**config.mk**
```make
export PLATFORM = sky130hd
export DESIGN_NAME = qspi_line_fetch
export DESIGN_NICKNAME = d
export VERILOG_FILES = /design/src/rtl/qspi_xip_pkg.sv /design/src/rtl/qspi_line_shreg.sv /design/src/rtl/qspi_line_fetch.sv
export SDC_FILE = /design/constraint.sdc
export NUM_CORES = 1
export LEC_CHECK = 0
export CORE_MARGIN = 8
export CORE_UTILIZATION = 45
export DETAILED_ROUTE_END_ITERATION = 12
export PLACE_DENSITY = 0.75
export SYNTH_ARGS = -nofsm -noshare
export SYNTH_HDL_FRONTEND = slang
export SYNTH_SLANG_ARGS = --single-unit
```
**constraint.sdc**
```tcl
create_clock -name HCLK -period 2.9 [get_ports HCLK]
set_clock_uncertainty 0.1 [all_clocks]
set_input_delay 0.29 -clock HCLK [delete_from_list [all_inputs] [get_ports HCLK]]
set_output_delay 0.29 -clock HCLK [all_outputs]
set_load 0.02 [all_outputs]
```
**src/rtl/qspi_xip_pkg.sv**
```systemverilog
// Shared definitions for the XIP cache flash-fill path.
package qspi_xip_pkg;

  localparam logic [7:0]  CMD_QIO_READ = 8'hEB;
  localparam int unsigned CMD_CLKS     = 8;
  localparam int unsigned ADDR_CLKS    = 6;
  localparam int unsigned MODE_CLKS    = 2;

  // Encoding is also used by the cache controller's debug view.
  typedef enum logic [2:0] {
    ST_IDLE  = 3'd0,
    ST_CMD   = 3'd1,
    ST_ADDR  = 3'd2,
    ST_MODE  = 3'd3,
    ST_DUMMY = 3'd4,
    ST_DATA  = 3'd5,
    ST_DONE  = 3'd6
  } fetch_state_e;

endpackage

```
**src/rtl/qspi_line_shreg.sv**
```systemverilog
// Nibble-in shift register that presents the assembled line in little-endian byte order.
module qspi_line_shreg
  import qspi_xip_pkg::*;
#(
  parameter int unsigned LINE_BYTES = 16
) (
  input  logic                    clk_i,
  input  logic                    rst_ni,
  input  logic                    clr_i,
  input  logic                    shift_en_i,
  input  logic [3:0]              nib_i,
  output logic [LINE_BYTES*8-1:0] line_c_o
);

  localparam int unsigned LINE_W = LINE_BYTES * 8;
  // The final nibble is taken straight from nib_i, so one nibble less is stored.
  localparam int unsigned SR_W   = LINE_W - 4;

  logic [SR_W-1:0]   sr_q, sr_d;
  logic [LINE_W-1:0] stream_c;

  // Clear wins over shift; first nibble received ends up at the top.
  always_comb begin
    sr_d = sr_q;
    if (clr_i) begin
      sr_d = '0;
    end else if (shift_en_i) begin
      sr_d = {sr_q[SR_W-5:0], nib_i};
    end
  end

  // Shift register storage.
  always_ff @(posedge clk_i or negedge rst_ni) begin
    if (!rst_ni) begin
      sr_q <= '0;
    end else begin
      sr_q <= sr_d;
    end
  end

  assign stream_c = {sr_q, nib_i};

  // First byte on the wire (top of stream) lands in line[7:0].
  always_comb begin
    line_c_o = '0;
    for (int k = 0; k < int'(LINE_BYTES); k++) begin
      line_c_o[8*k +: 8] = stream_c[LINE_W-8-8*k +: 8];
    end
  end

endmodule

```
**src/rtl/qspi_line_fetch.sv**
```systemverilog
// Quad I/O Read (0xEB) line fill engine for the XIP cache.
module qspi_line_fetch
  import qspi_xip_pkg::*;
#(
  parameter int unsigned LINE_BYTES = 16,
  parameter int unsigned DUMMY_CLKS = 4,
  parameter logic [7:0]  MODE_BYTE  = 8'h00
) (
  input  logic                    HCLK,
  input  logic                    HRESETn,
  input  logic                    req,
  input  logic [23:0]             addr,
  output logic                    busy,
  output logic                    done,
  output logic [LINE_BYTES*8-1:0] line,
  output logic                    sck,
  output logic                    ce_n,
  input  logic [3:0]              din,
  output logic [3:0]              dout,
  output logic                    douten
);

  localparam int unsigned LINE_W     = LINE_BYTES * 8;
  localparam int unsigned DATA_CLKS  = 2 * LINE_BYTES;
  localparam int unsigned MAX_PH     = (DATA_CLKS > DUMMY_CLKS) ? DATA_CLKS : DUMMY_CLKS;
  localparam int unsigned CNT_W      = $clog2(MAX_PH);
  localparam logic [23:0] ALIGN_MASK = ~24'(LINE_BYTES - 1);

  fetch_state_e      state_q, state_d;
  logic [23:0]       addr_q, addr_d;
  logic [CNT_W-1:0]  cnt_q, cnt_d;
  logic              sck_q, sck_d;
  logic              ce_n_q, ce_n_d;
  logic              busy_q, busy_d;
  logic              done_q, done_d;
  logic              douten_q, douten_d;
  logic [3:0]        dout_q, dout_d;
  logic [LINE_W-1:0] line_q, line_d;

  logic              ph_last_c;
  fetch_state_e      nib_st_c;
  logic [2:0]        nib_idx_c;
  logic [3:0]        nib_c;
  logic              sh_clr_c, sh_en_c;
  logic [LINE_W-1:0] sh_line_c;

  qspi_line_shreg #(.LINE_BYTES(LINE_BYTES)) u_shreg (
    .clk_i      (HCLK),
    .rst_ni     (HRESETn),
    .clr_i      (sh_clr_c),
    .shift_en_i (sh_en_c),
    .nib_i      (din),
    .line_c_o   (sh_line_c)
  );

  // Last sck cycle of the current phase.
  always_comb begin
    ph_last_c = 1'b0;
    case (state_q)
      ST_CMD:   ph_last_c = (cnt_q == CNT_W'(CMD_CLKS - 1));
      ST_ADDR:  ph_last_c = (cnt_q == CNT_W'(ADDR_CLKS - 1));
      ST_MODE:  ph_last_c = (cnt_q == CNT_W'(MODE_CLKS - 1));
      ST_DUMMY: ph_last_c = (cnt_q == CNT_W'(DUMMY_CLKS - 1));
      ST_DATA:  ph_last_c = (cnt_q == CNT_W'(DATA_CLKS - 1));
      default:  ph_last_c = 1'b0;
    endcase
  end

  // State register.
  always_ff @(posedge HCLK or negedge HRESETn) begin
    if (!HRESETn) begin
      state_q <= ST_IDLE;
    end else begin
      state_q <= state_d;
    end
  end

  // Next state: phases advance on the sck fall that ends their last cycle.
  always_comb begin
    state_d = state_q;
    case (state_q)
      ST_IDLE:  if (req)                state_d = ST_CMD;
      ST_CMD:   if (sck_q && ph_last_c) state_d = ST_ADDR;
      ST_ADDR:  if (sck_q && ph_last_c) state_d = ST_MODE;
      ST_MODE:  if (sck_q && ph_last_c) state_d = ST_DUMMY;
      ST_DUMMY: if (sck_q && ph_last_c) state_d = ST_DATA;
      ST_DATA:  if (sck_q && ph_last_c) state_d = ST_DONE;
      ST_DONE:                          state_d = ST_IDLE;
      default:                          state_d = ST_IDLE;
    endcase
  end

  // Nibble to present during the sck cycle that follows the current fall.
  assign nib_st_c  = ph_last_c ? state_d : state_q;
  assign nib_idx_c = ph_last_c ? 3'd0 : 3'(cnt_q + 1'b1);

  always_comb begin
    nib_c = 4'h0;
    case (nib_st_c)
      ST_CMD:  nib_c = {3'b111, CMD_QIO_READ[3'd7 - nib_idx_c]};
      ST_ADDR: nib_c = 4'(addr_q >> (5'd20 - {nib_idx_c, 2'b00}));
      ST_MODE: nib_c = nib_idx_c[0] ? MODE_BYTE[3:0] : MODE_BYTE[7:4];
      default: nib_c = 4'h0;
    endcase
  end

  // Output and datapath next values; pins only move on sck falls or at acceptance.
  always_comb begin
    addr_d   = addr_q;
    cnt_d    = cnt_q;
    sck_d    = sck_q;
    ce_n_d   = ce_n_q;
    busy_d   = busy_q;
    done_d   = 1'b0;
    douten_d = douten_q;
    dout_d   = dout_q;
    line_d   = line_q;
    sh_clr_c = 1'b0;
    sh_en_c  = 1'b0;
    case (state_q)
      ST_IDLE: begin
        if (req) begin
          addr_d   = addr & ALIGN_MASK;
          cnt_d    = '0;
          sck_d    = 1'b0;
          ce_n_d   = 1'b0;
          busy_d   = 1'b1;
          douten_d = 1'b1;
          dout_d   = {3'b111, CMD_QIO_READ[7]};
          sh_clr_c = 1'b1;
        end
      end
      ST_CMD, ST_ADDR, ST_MODE, ST_DUMMY, ST_DATA: begin
        sck_d = ~sck_q;
        if (sck_q) begin
          cnt_d    = ph_last_c ? '0 : CNT_W'(cnt_q + 1'b1);
          dout_d   = nib_c;
          douten_d = (nib_st_c == ST_CMD) || (nib_st_c == ST_ADDR) || (nib_st_c == ST_MODE);
          if (state_q == ST_DATA) begin
            sh_en_c = 1'b1;
            if (ph_last_c) begin
              line_d = sh_line_c;
              ce_n_d = 1'b1;
              busy_d = 1'b0;
              done_d = 1'b1;
            end
          end
        end
      end
      ST_DONE: begin
        sck_d    = 1'b0;
        ce_n_d   = 1'b1;
        douten_d = 1'b0;
        busy_d   = 1'b0;
      end
      default: begin
        sck_d    = 1'b0;
        ce_n_d   = 1'b1;
        douten_d = 1'b0;
        busy_d   = 1'b0;
      end
    endcase
  end

  // Output and datapath registers.
  always_ff @(posedge HCLK or negedge HRESETn) begin
    if (!HRESETn) begin
      addr_q   <= '0;
      cnt_q    <= '0;
      sck_q    <= 1'b0;
      ce_n_q   <= 1'b1;
      busy_q   <= 1'b0;
      done_q   <= 1'b0;
      douten_q <= 1'b0;
      dout_q   <= 4'h0;
      line_q   <= '0;
    end else begin
      addr_q   <= addr_d;
      cnt_q    <= cnt_d;
      sck_q    <= sck_d;
      ce_n_q   <= ce_n_d;
      busy_q   <= busy_d;
      done_q   <= done_d;
      douten_q <= douten_d;
      dout_q   <= dout_d;
      line_q   <= line_d;
    end
  end

  assign busy   = busy_q;
  assign done   = done_q;
  assign line   = line_q;
  assign sck    = sck_q;
  assign ce_n   = ce_n_q;
  assign dout   = dout_q;
  assign douten = douten_q;

endmodule

```
# After elaboration in Yosys (flattened, before gate mapping)

Memory sizes are Yosys's and may differ from the RTL's.
Cells that the tools add are included.

Add/subtract/negate cells: 3
Order comparisons: 1
Equal/unequal tests: 17
Shift operators: 1
Muxes and demuxes: 43
Bitwise operators: 1
Reductions and logical operators: 12

Operators with widths:

| operator                                                    | count |
|---|---|
| two-way mux 124 bit                                         | 2 |
| two-way mux 3 bit                                           | 8 |
| >> shifter 24 x 5 -> 4 bit                                  | 1 |
| two-way mux 1 bit                                           | 19 |
| one-hot mux 3 bit (6 select lines)                          | 1 |
| one-hot mux 4 bit (2 select lines)                          | 2 |
| two-way mux 5 bit                                           | 3 |
| == test 3 x 2 -> 1 bit (second input constant)              | 4 |
| == test 5 x 3 -> 1 bit (second input constant)              | 2 |
| one-hot mux 5 bit (2 select lines)                          | 1 |
| two-way mux 4 bit                                           | 2 |
| inequality test 2 bit (second input constant)               | 4 |
| one-hot mux 1 bit (2 select lines)                          | 4 |
| AND reduction 4 bit                                         | 2 |
| == test 3 x 1 -> 1 bit (second input constant)              | 2 |
| == test 3 bit (second input constant)                       | 2 |
| adder 5 x 1 -> 5 bit (second input constant)                | 1 |
| == test 5 x 1 -> 1 bit (second input constant)              | 1 |
| == test 5 x 2 -> 1 bit (second input constant)              | 1 |
| == test 5 bit (second input constant)                       | 1 |
| one-hot mux 1 bit (5 select lines)                          | 1 |
| OR reduction 5 bit                                          | 1 |
| subtractor 5 bit (first input constant)                     | 1 |
| less-than comparator 3 x 4 -> 1 bit (second input constant) | 1 |
| 8 further kinds                                             | 11 |

Bits in registers: 289
ROM bits: 8
Word-level logic and storage cells: 90
Memories: 1

Memory list:

| name             | depth | bits a word | rd ports | clocked after memory_dff | wr ports | line                   | RTL |
|---|---|---|---|---|---|---|---|
| (name not given) | 8     | 1           | 1        | 0                        | 0        | qspi_line_fetch.sv:100 | `ST_CMD: nib_c = {3'b111, CMD_QIO_READ[3'd7 - nib_idx_c]};` |

# Depth between registers and ports, before layout

Word-level depth: 11
Gate-level depth with buffers: 8

# Cells and area by module

Synthesis repeated with hierarchy kept, for this count alone.

Cells, all modules: 888
Area total of the unflattened synthesis: 12507.0 µm²

By module, submodules not included:

| module          | instances | cells an instance | area an instance (µm²) | seq. area each (µm²) |
|---|---|---|---|---|
| qspi_line_fetch | 1         | 484               | 7424.6                 | 4130.2 |
| qspi_line_shreg | 1         | 404               | 5082.4                 | 3103.0 |

# Worst setup path after synthesis

No wires, ideal clock.

Kind: register to register
Start: register state_q[0]
End: register line_q[0] (netlist: line[0])
Arrival: 2.133 ns
Required time: 2.673 ns
Setup slack: 0.540 ns
Cell stages (with the launch flop): 8
Path buffers: 2
Path through: dfrtp_1 nor2b_1 mux2_4 a2111oi_4 and2_1 buf_4 buf_6 mux2_1

Cells in the longest elaborated chain, start to end: 3
Elaborated cells between the ends (all ways): 8

RTL lines:

| item                                                                     | line                                                                  | RTL |
|---|---|---|
| start: declaration                                                       | qspi_line_fetch.sv:29                                                 | `fetch_state_e state_q, state_d;` |
| start signal: assignment                                                 | qspi_line_fetch.sv:74                                                 | `state_q <= state_d;` |
| == test 3 bit, or another cell as far along                              | qspi_line_fetch.sv:59, qspi_line_fetch.sv:120, qspi_line_fetch.sv:139 |  |
| one-hot mux 1 bit (5 select lines) or OR reduction 5 bit (tied branches) | qspi_line_fetch.sv:59, qspi_line_fetch.sv:120                         |  |
| AND reduction 4 bit (no source line) *                                   | --                                                                    |  |
| end signal: assignment                                                   | qspi_line_fetch.sv:186                                                | `line_q <= line_d;` |
| end: declaration                                                         | qspi_line_fetch.sv:38                                                 | `logic [LINE_W-1:0] line_q, line_d;` |

Mark *: on every way between the ends. The rest lies on a longest branch, timed or not.
A chain may end at the register's enable or synchronous reset.

# Worst setup path in the final report

Start: register state_q[2]
End: register line_q[127] (netlist: line[127])

Same word-level chain as after synthesis.

==> out/results.env <==
RUN_STATUS='finished clean'
LAYOUT.CELLS.MOST_COMMON_LIST='288 x sky130_fd_sc_hd__dfrtp_1, 162 x sky130_fd_sc_hd__clkdlybuf4s50_1, 124 x sky130_fd_sc_hd__a22o_1'
ANTENNA_VIOLATIONS_BEFORE_REPAIR=0
TIMING.FINAL.CRIT_SHARE_PCT=90.4
FINAL-MAX-SLEW-VIOLATION-COUNT=0
MIN-DELAY-PATH-CLASS='input port to asynchronous set/reset pin'
POST_SYNTH.CELL_AREA_AVG_UM2=15.0
ROUTED_WL_UM=23500
CRIT_PATH_START_KIND='flop'
SETUP_TNS_NS=0
FP-ROW-COUNT=57
YOSYSWARNINGCOUNT=0
CTS.PATH.MAX_BUFFERS=3
CLOCKROOTBUFFER='sky130_fd_sc_hd__clkbuf_16'
YOSYS.AREA_SHARE.ADDER_PCT=0.113
INITIAL_CORE_UTIL_PCT=45.7
WORSTPATHMAXFANOUT=13
PLACEDINSTANCEAREA_UM2=13200
FINAL_COMMON_CELL='sky130_fd_sc_hd__dfrtp_1'
LARGEST_NET_DEGREE_AT_THE_START_OF_GLOBAL_ROUTING=125
CELLPOWERDENSITY_nW_PER_UM2=559
ENDPOINT_KIND='flop'
VIASPERCELL=5.40
CRITICAL_PATH_ARRIVAL_NS=2.94
DRIVE_GT1_SHARE_PCT=12.8
DIODES=0
FIN_WS_NS=0.278
GR-TOTAL-OVERFLOW=0
MIN_PERIOD_NS=2.62
POWER_LEAKAGE_nW=6.79
CP_DATA_REQUIRED_TIME_NS=3.21
DIEAREA_UM2=30000
BOUNDARYPINS=168
SYNTH_AREA_LEADERS='sky130_fd_sc_hd__dfrtp_1 65%, sky130_fd_sc_hd__mux2_1 11%, sky130_fd_sc_hd__a22o_1 9.8%'
WORST_PIN_SLEW_NS=0.684
DETAIL_ROUTE.FIRST_PASS.ITERATIONS=4
ASYNCSETRESETFLOPFRACSYNTH_PCT=100
IO_BUFFER_COUNT=163
FMAX_GHz=0.381
POST-SYNTH-TOP-AREA-FRACTION_PCT=64.8
COMPLEX_GATE_FRACTION_OF_THE_SYNTHESIZED_AREA_PCT=12.5
SYNTH_CELLS=741
WORST_SKEW_PAIR.LATE_LATENCY_NS=0.54
SYN_TO_FINAL_GROWTH_PCT=27.3
DIE_HEIGHT_UM=173
HOLD_VIOL_FINAL=0
SYNTH_CELL_TYPES=47
YS_SEQ_ELEMENTS=289
GRT_USAGE_PCT=15.7
TRITONCTS_CLOCK_TREE='yes'
GP_ROUTABILITY_CONGESTION=0.757
SYN-NUM-NETS=773
FIRST_GLOBAL_VIAS=7152
CHIPWIDTH_UM=173
SIMPLE_GATE_SHARE_OF_THE_SYNTHESIZED_AREA_PCT=2.82
SYNTH_EDF_COUNT=0
SYNTH_MUX_AREA_SHARE_PCT=16.4
DRV_CAP=0
ROUTE.ANTENNA.REMAINING_NETS=0
MEAN_ROUTED_WIRELENGTH_PER_CELL_UM=18.8
SYNTH_FF_TYPE='sky130_fd_sc_hd__dfrtp_1'
SYNTH_TOP_AREA_CELL='sky130_fd_sc_hd__dfrtp_1'
CTSHTREEMAXLEVEL=1
CRITICAL_PATH_CLASS='flop to flop'
DP_SLACK_NS=0.252
DRC=0
SYNTHXORXNORAREAFRAC_PCT=0.236
PATH_CLK_SLEW_NS=0.06
DP.FINAL_HPWL_UM=14900
CLKSINKCOUNT=289
FP.COREAREA_UM2=24300
FINAL_NET_COUNT=941
RSZ0062_AT_GRT='false'
MAX-VDD-IR-DROP_mV=0.349
COMBINATIONAL_FAMILY_WITH_THE_MOST_AREA_AFTER_SYNTHESIS='multiplexers'
SETUP_VIOL_COUNT_FINAL=0
DESIGN_AREA_UM2=14200
YOSYSSEQAREASHARE_PCT=65.1
DRTITER0DRC=516
TIMING.MAX_SLEW.REL_SLACK_PCT=54.4
POST_SYNTH_INSTANCE_AREA_UM2=11100
DETAILROUTE.VIA_COUNT=6768
GRT_PASS1_WL_UM=39800
TRITONCTS.NUM_BUFFERS=30
==> power by group <==
| group | switching (mW) | internal, mW |
|---|---|---|
| sequential | 0.00743 | 4.05 |
| combinational | 0.0914 | 0.0573 |
| clock | 1.51 | 2.19 |
| total | 1.61 | 6.30 |
==> final timing paths <==
kind	end	cells past startpoint	startpoint	slack, ns
worst min register to register	line[32]	1	line[32]	0.38
worst min-delay path	line[12]	2	HRESETn	0.23
max in group asynchronous	line[111]	3	HRESETn	1.62
worst max-delay path	line[127]	6	state_q[2]	0.28
worst max register to register	line[127]	6	state_q[2]	0.28
min in group HCLK	addr_q[18]	2	addr[18]	0.26
==> registers in the layout, summed over array words and instances, names as in the netlist <==
name          cells
cnt_q             5
dout              4
done              1
u_shreg.sr_q    124
state_q           3
sck               1
busy              1
ce_n              1
douten            1
addr_q           20
line            128
==> Yosys cell counts (2+ instances only) <==
library cell               count
sky130_fd_sc_hd__buf_6        10
sky130_fd_sc_hd__nor2b_1       4
sky130_fd_sc_hd__and2_1        4
sky130_fd_sc_hd__buf_2         9
sky130_fd_sc_hd__a22o_1      124
sky130_fd_sc_hd__nand3b_1      3
sky130_fd_sc_hd__nand3_1       5
sky130_fd_sc_hd__and3_1        3
sky130_fd_sc_hd__nor3_1        5
sky130_fd_sc_hd__nand2_1      16
sky130_fd_sc_hd__buf_4         4
sky130_fd_sc_hd__a21oi_1       5
sky130_fd_sc_hd__inv_1         7
sky130_fd_sc_hd__dfrtp_1     288
sky130_fd_sc_hd__a311oi_1      3
sky130_fd_sc_hd__a22oi_1       3
sky130_fd_sc_hd__clkbuf_1     29
sky130_fd_sc_hd__mux2i_1       7
sky130_fd_sc_hd__mux2_2       42
sky130_fd_sc_hd__o21ai_0      11
sky130_fd_sc_hd__o32ai_1       4
sky130_fd_sc_hd__nand2b_1      5
sky130_fd_sc_hd__o22ai_1       2
sky130_fd_sc_hd__mux2_1      112
sky130_fd_sc_hd__nor2_1       13
sky130_fd_sc_hd__xnor2_1       2
==> routing by layer <==
| layer | up-vias | GRT usage (%) | part of all wire [%] |
|---|---|---|---|
| li1 | 3074 | - | - |
| met5 | - | 0 | 0 |
| met2 | 163 | 23.9 | 45 |
| met1 | 3501 | 22.0 | 47 |
| met4 | 0 | 3.59 | 1.6 |
| met3 | 30 | 4.31 | 6.2 |
==> area by class of cell <==
| class | instances | area, µm² |
|---|---|---|
| Clock buffer | 46 | 892 |
| Sequential cell | 289 | 7230 |
| Inverter | 7 | 26.3 |
| Clock inverter | 6 | 63.8 |
| Tap cell | 324 | 405 |
| Multi-Input combinational cell | 392 | 3580 |
| Fill cell | 1896 | 10200 |
| Timing Repair Buffer | 189 | 1950 |
==> logic make-up (layout without fill, tap and decap cells) <==
group                    after synthesis  after routing
flip-flops                           289            289
AO/OA/AOI/OAI                        165            165
multiplexers                         162            162
AND/OR/NAND/NOR                       61             61
buffers and inverters                 60            248
XOR/XNOR                               3              3
adder cells (fa/ha/maj)                1              1
==> per-stage QoR <==
stage / total power, mW / hold slack [ns] / util (%) / std cells
6_report: 7.91 / 0.230 / 58.2 / 1253
5_1_grt: 8.19 / 0.249 / 58.2 / 1253
4_1_cts: 8.02 / 0.234 / 58.2 / 1253
3_5_place_dp: 4.28 / 0.216 / 54.2 / 1200
3_3_place_gp: 4.28 / 0.213 / 54.2 / 1200
2_1_floorplan: 4.15 / -0.106 / - / 741
==> critical path, cell delays in order, from the launching register on <==
cell and delay [ns]:
sky130_fd_sc_hd__dfrtp_1 0.47, sky130_fd_sc_hd__nor2b_1 0.20, sky130_fd_sc_hd__mux2_4 0.33, sky130_fd_sc_hd__a2111oi_4 0.37, sky130_fd_sc_hd__and2_4 0.39, sky130_fd_sc_hd__buf_4 0.28, sky130_fd_sc_hd__mux2_1 0.35
==> repair_timing <==
action,CTS,global route
setup buffers,0,0
resized for setup,0,0
hold endpoints to repair,69,0
hold buffers,1,0
(Power assumes the default switching activity.)
